## config.mk

```make
export PLATFORM = sky130hd
export DESIGN_NAME = spi_out_array
export DESIGN_NICKNAME = d
export VERILOG_FILES = /design/src/rtl/spi_out_array.sv
export SDC_FILE = /design/constraint.sdc
export NUM_CORES = 1
export LEC_CHECK = 0
export ABC_AREA = 1
export BUFFER_PORTS_ARGS = -buffer_cell sky130_fd_sc_hd__buf_2
export CAP_MARGIN = 20
export CELL_PAD_IN_SITES_DETAIL_PLACEMENT = 0
export CELL_PAD_IN_SITES_GLOBAL_PLACEMENT = 1
export CORE_ASPECT_RATIO = 0.9
export CORE_MARGIN = 3
export CORE_UTILIZATION = 45
export CTS_CLUSTER_DIAMETER = 120
export DETAILED_ROUTE_END_ITERATION = 6
export PLACE_DENSITY_LB_ADDON = 0.1
export SETUP_SLACK_MARGIN = 0.3
export SYNTH_ARGS = -nofsm -noshare
export SYNTH_HDL_FRONTEND = slang
export SYNTH_SLANG_ARGS = --single-unit
```

## constraint.sdc

```tcl
create_clock -name clock -period 2.2 [get_ports clock]
set_input_delay 0.22 -clock clock [delete_from_list [all_inputs] [get_ports clock]]
set_output_delay 0.22 -clock clock [all_outputs]
set_load 0.005 [all_outputs]
```

## src/rtl/spi_out_array.sv

```systemverilog
`default_nettype none
// ============================================================================
// Module   : spi_out_array
// Brief    : N-channel lockstep SPI broadcast transmitter with a double-buffered
//            word bank (shadow fills while the active bank shifts out).
// Revision : 1.0
// ============================================================================
module spi_out_array #(
    parameter int         NUM_CH  = 10,
    parameter int         DATA_W  = 16,
    parameter logic [7:0] PREFIX  = 8'hFF,
    parameter int         CLK_DIV = 4
) (
    input  logic              clock,
    input  logic              reset,
    input  logic [DATA_W-1:0] din,
    input  logic              din_valid,
    output logic              din_ready,
    output logic [NUM_CH-1:0] cs,
    output logic [NUM_CH-1:0] sclk,
    output logic [NUM_CH-1:0] sdo,
    output logic              busy,
    output logic              frame_done
);

    localparam int c_FRAME_BITS = 8 + DATA_W;
    localparam int c_BIT_W      = $clog2(c_FRAME_BITS + 1);
    localparam int c_DIV_W      = (CLK_DIV > 1) ? $clog2(CLK_DIV) : 1;
    localparam int c_IDX_W      = (NUM_CH > 1) ? $clog2(NUM_CH) : 1;
    localparam int c_PAD_W      = 1 << c_BIT_W;

    localparam logic [c_DIV_W-1:0] c_DIV_LAST = c_DIV_W'(CLK_DIV - 1);
    localparam logic [c_IDX_W-1:0] c_IDX_LAST = c_IDX_W'(NUM_CH - 1);
    localparam logic [c_BIT_W-1:0] c_BIT_TOP  = c_BIT_W'(c_FRAME_BITS - 1);

    typedef enum logic [2:0] {
        S_IDLE  = 3'd0,
        S_SETUP = 3'd1,
        S_SHIFT = 3'd2,
        S_HOLD  = 3'd3,
        S_GAP   = 3'd4
    } state_t;

    state_t              r_state;
    state_t              w_state_nxt;
    logic [DATA_W-1:0]   r_shadow [NUM_CH];
    logic [DATA_W-1:0]   r_active [NUM_CH];
    logic [c_IDX_W-1:0]  r_wr_idx;
    logic                r_shadow_full;
    logic [c_DIV_W-1:0]  r_div;
    logic                r_phase;
    logic [c_BIT_W-1:0]  r_bit;

    logic w_accept;
    logic w_transfer;
    logic w_div_last;
    logic w_bit_end;
    logic w_cs_low;

    assign w_accept   = din_valid & din_ready;
    assign w_transfer = (r_state == S_IDLE) & r_shadow_full;
    assign w_div_last = (r_div == c_DIV_LAST);
    assign w_bit_end  = w_div_last & r_phase;
    assign w_cs_low   = (r_state == S_SETUP) | (r_state == S_SHIFT) | (r_state == S_HOLD);

    always_ff @(posedge clock) begin
        if (!reset) begin
            r_state <= S_IDLE;
        end else begin
            r_state <= w_state_nxt;
        end
    end

    always_comb begin
        w_state_nxt = r_state;
        case (r_state)
            S_IDLE:  if (r_shadow_full)                  w_state_nxt = S_SETUP;
            S_SETUP: if (w_div_last)                     w_state_nxt = S_SHIFT;
            S_SHIFT: if (w_bit_end && (r_bit == '0))     w_state_nxt = S_HOLD;
            S_HOLD:  if (w_div_last)                     w_state_nxt = S_GAP;
            S_GAP:   if (w_div_last)                     w_state_nxt = S_IDLE;
            default:                                     w_state_nxt = S_IDLE;
        endcase
    end

    // Transfer and accept never coincide: accept needs the shadow empty, transfer needs it full.
    always_ff @(posedge clock) begin
        if (!reset) begin
            for (int i = 0; i < NUM_CH; i++) begin
                r_shadow[i] <= '0;
                r_active[i] <= '0;
            end
            r_wr_idx      <= '0;
            r_shadow_full <= 1'b0;
        end else if (w_transfer) begin
            r_active      <= r_shadow;
            r_shadow_full <= 1'b0;
        end else if (w_accept) begin
            r_shadow[r_wr_idx] <= din;
            if (r_wr_idx == c_IDX_LAST) begin
                r_wr_idx      <= '0;
                r_shadow_full <= 1'b1;
            end else begin
                r_wr_idx <= r_wr_idx + 1'b1;
            end
        end
    end

    always_ff @(posedge clock) begin
        if (!reset) begin
            r_div   <= '0;
            r_phase <= 1'b0;
            r_bit   <= '0;
        end else begin
            if ((r_state == S_IDLE) || w_div_last) begin
                r_div <= '0;
            end else begin
                r_div <= r_div + 1'b1;
            end

            // Phase 0 = sclk low half of a bit, phase 1 = sclk high half.
            if (r_state != S_SHIFT) begin
                r_phase <= 1'b0;
            end else if (w_div_last) begin
                r_phase <= ~r_phase;
            end

            if (w_transfer) begin
                r_bit <= c_BIT_TOP;
            end else if ((r_state == S_SHIFT) && w_bit_end && (r_bit != '0)) begin
                r_bit <= r_bit - 1'b1;
            end
        end
    end

    assign din_ready  = reset & ~r_shadow_full;
    assign cs         = {NUM_CH{~w_cs_low}};
    assign sclk       = {NUM_CH{(r_state == S_SHIFT) & r_phase}};
    assign busy       = (r_state != S_IDLE);
    assign frame_done = (r_state == S_GAP) & w_div_last;

    // r_bit sits at the MSB during SETUP and at 0 during HOLD, so one select covers all three states.
    generate
        for (genvar g = 0; g < NUM_CH; g++) begin : g_ch
            logic [c_PAD_W-1:0] w_frame;
            assign w_frame = c_PAD_W'({PREFIX, r_active[g]});
            assign sdo[g]  = w_cs_low & w_frame[r_bit];
        end
    endgenerate

endmodule
`default_nettype wire

```

==> results.py <==
metrics = {
    "global_route": {
        "grt_pass1_wl_um": 63100,
        "use_met2": 0.413,
        "grt_util_met1": 0.342,
        "grt_pass1_vias": 11000,
        "grt_overflow": 0,
        "use_met3": 0.0344,
        "track_usage": 0.248,
        "antenna_found_initial": 0,
        "grt.busiest_layer": "met2",
        "grt_max_degree": 311,
    },
    "pwr": {
        "clkPwrFrac": 0.458,
        "power_density_nw_per_um2": 797,
        "swShare": 0.236,
        "seq_power_share": 0.481,
        "leakage_uw": 0.00660,
        "ir_worst_vdd_v": 0.000663,
        "p_comb_frac": 0.060,
        "switching_power_uw": 3030,
        "power.internal_uw": 9820,
    },
    "floorplan": {
        "dieWidth_um": 190,
        "die_area_um2": 32700,
        "start_util": 0.459,
        "io_pins": 52,
        "die_h_um": 172,
        "rows": 60,
        "core_um2": 30000,
    },
    "synthesis": {
        "syn_area_um2": 13700,
        "ys_warn_count": 0,
        "synthCells": 1921,
        "yosys.cell_types.count": 27,
        "ys_seq_elements": 336,
        "syn-num-nets": 1942,
        "yosysSeqAreaShare": 0.490,
        "synth_area_per_cell_um2": 7.15,
    },
    "sta": {
        "drv_slew": 0,
        "fmaxAchievable_mhz": 436,
        "setup-violations-final": 9,
        "rsz0062_at_grt": "yes",
        "timing.setup.tns_ns": -0.365,
        "post-route-min-period_ns": 2.30,
        "hold_ws_ns": 0.187,
        "finalHoldViolCount": 0,
        "post-route-period-util": 1.04,
        "clock_skew_ns": 0.0195,
        "tightest_slew_ns": 1.22,
        "maxSlewHeadroom": 0.184,
        "fin_ws_ns": -0.0956,
    },
    "setup_path": {
        "setup.worst_path.start_class": "flop",
        "crit_path_end_kind": "primary output",
        "cp_slowest_cell": "dfxtp_4",
        "crit_family": "buffers and inverters",
        "crit_top_cell": "nand3_2",
        "crit_fanout": 6,
        "critPathArrivalTime_ns": 2.08,
        "critPathKind": "flop to primary output",
        "cp_data_required_time_ns": 1.98,
        "crit_chain": "inv_12 > buf_12 > buf_6 > nand2_2 > nand3_2 > nand3_2 > nand3_2 > nand2_1 > nand2_1 > a21oi_2 > buf_2",
        "max_stage_delay_ns": 0.49,
        "cp_num_buf_inv": 4,
    },
    "cells_and_area": {
        "instances_no_fill": 2348,
        "area_growth_pct": 17.5,
        "fill_cells": 3043,
        "final_util": 0.539,
        "drive_gt1_frac": 0.133,
        "nets": 1941,
    },
    "clock_tree": {
        "ctsRootBufferMaster": "clkbuf_16",
        "cts-buffers-inserted": 37,
        "clock_latency_ns": 0.52,
        "clock-sinks": 336,
        "path_clk_slew_ns": 0.06,
        "cts_tree": "built",
        "cts_buffer_depth": 3,
        "cts.htree.levels": 2,
    },
    "routing": {
        "drt.antenna.violating_nets": 0,
        "wl_per_cell_um": 17.7,
        "vias": 12000,
        "drtPass1Iterations": 5,
        "drc_errors": 0,
        "drt_wl_total_um": 41700,
        "drt_iter0_markers": 872,
        "viasPerCell": 5.13,
    },
    "min_path": {
        "hp-class": "primary input to flop",
    },
    "placed_design": {
        "dp_hpwl_um": 22400,
        "place_ws_ns": 0.364,
        "io_buffers": 51,
        "dp_cells": 2261,
        "gp_congestion": 0.764,
    },
    "job": {
        "max_cap_viol_count": 0,
    },
    "outcome": {
        "violations": "negative setup slack",
        "status": "finished with violations",
    },
}
cells in the final DEF (no fill, tap or decap), types with 3 or more instances in the layout:
cell type / instances
inv_1: 189
nand2_4: 3
nand2_1: 224
buf_2: 50
clkbuf_1: 13
clkinv_1: 4
o21ai_0: 304
nand3_1: 98
nand2_2: 28
a21oi_1: 190
buf_6: 10
buf_12: 10
clkbuf_16: 41
nor2_1: 285
clkbuf_8: 8
nor4_1: 14
dfxtp_1: 334
clkinvlp_4: 4
a211oi_1: 4
buf_4: 36
nor3_1: 18
o21ai_1: 3
nor2_2: 4
buf_16: 8
inv_2: 7
a21oi_2: 8
nand3_2: 20
nor2_4: 5
state kept, by name (all words and copies together), names as in the netlist:
signal,count
r_shadow,160
r_wr_idx,4
r_bit,5
r_shadow_full,1
r_phase,1
r_state,3
r_div,2
g_ch.w_frame,160
tightest hold or removal path: stages:
cell	delay, ns
buf_2	0.24
nor2_1	0.15
nor2_1	0.05
routing by layer:
| layer | vias to the layer above | wire, um |
|---|---|---|
| met5 | - | 0 |
| met3 | 63 | 2150 |
| li1 | 6163 | - |
| met1 | 5561 | 19400 |
| met2 | 255 | 19100 |
| met4 | 0 | 975 |
power groups by stage:
stage | Combinational [uW] | Clock [uW] | Sequential [uW]
3_5_place_dp | 730 | 0 | 6320
3_3_place_gp | 728 | 0 | 6320
6_report | 777 | 5890 | 6190
4_1_cts | 740 | 6020 | 6180
2_1_floorplan | 510 | 0 | 6310
5_1_grt | 858 | 6250 | 6190
through the flow:
stage | instance area, um2 | power, uW
5_1_grt | 16100 | 13300
3_5_place_dp | 14300 | 7050
4_1_cts | 15700 | 12900
3_3_place_gp | 14300 | 7050
2_1_floorplan | 13700 | 6820
6_report | 16100 | 12900
worst paths after layout:
| path | from | end | slack, ns | cells after the start |
|---|---|---|---|---|
| max | r_bit[0] | sdo[7] | -0.1 | 11 |
| min | din[6] | r_shadow[86] | 0.19 | 3 |
| max reg2reg | r_bit[0] | r_state[2] | 0.30 | 9 |
| min reg2reg | r_div[0] | r_div[0] | 0.42 | 1 |
layout make-up:
type	count	area, um2	area share
Tap cell	403	504	0.0313
Multi-Input combinational cell	1219	5780	0.358
Clock inverter	4	33.8	0.00209
Inverter	205	797	0.0494
Timing Repair inverter	2	18.8	0.00116
Timing Repair Buffer	119	1150	0.0714
Clock buffer	59	1110	0.0688
Antenna cell	1	2.50	0.000155
Sequential cell	336	6730	0.417
cell families after synthesis:
kind of cell,count (synthesis),share of synthesized area
flip-flops,336,0.490
AND/OR/NAND/NOR,704,0.213
adder cells (fa/ha/maj),2,0.00182
AO/OA/AOI/OAI,513,0.188
buffers and inverters,366,0.108
repair_timing:
item	in CTS	in global routing
gates resized for setup	48	61
endpoints found under the setup margin	20	105
pin swaps	17	24
buffers inserted	0	9
hold buffers	0	0
cloned	6	8
synthesized netlist by cell type:
| cell type | n | area [um2] |
|---|---|---|
| inv_1 | 193 | 724 |
| nor4_1 | 14 | 87.6 |
| nor2_4 | 3 | 33.8 |
| buf_6 | 1 | 11.3 |
| clkinv_1 | 5 | 18.8 |
| nand3_1 | 118 | 591 |
| o21a_1 | 1 | 7.51 |
| buf_4 | 19 | 143 |
| o21ai_0 | 307 | 1540 |
| nor3_4 | 2 | 32.5 |
| nor2_1 | 290 | 1090 |
| nand2_2 | 1 | 6.26 |
| nand2_1 | 254 | 953 |
| nor4_4 | 1 | 21.3 |
| buf_1 | 23 | 86.3 |
| o21bai_1 | 1 | 7.51 |
| buf_2 | 20 | 100 |
| dfxtp_1 | 336 | 6730 |
| a211oi_1 | 4 | 30.0 |
| clkbuf_1 | 98 | 368 |
| nand4_1 | 2 | 12.5 |
| ha_1 | 2 | 25.0 |
| nor3_1 | 18 | 90.1 |
| a21oi_1 | 198 | 991 |
| inv_2 | 7 | 26.3 |
| nor2_2 | 1 | 6.26 |
| o21ai_1 | 2 | 10.0 |
Note: power is estimated with default switching activity, not from simulation.
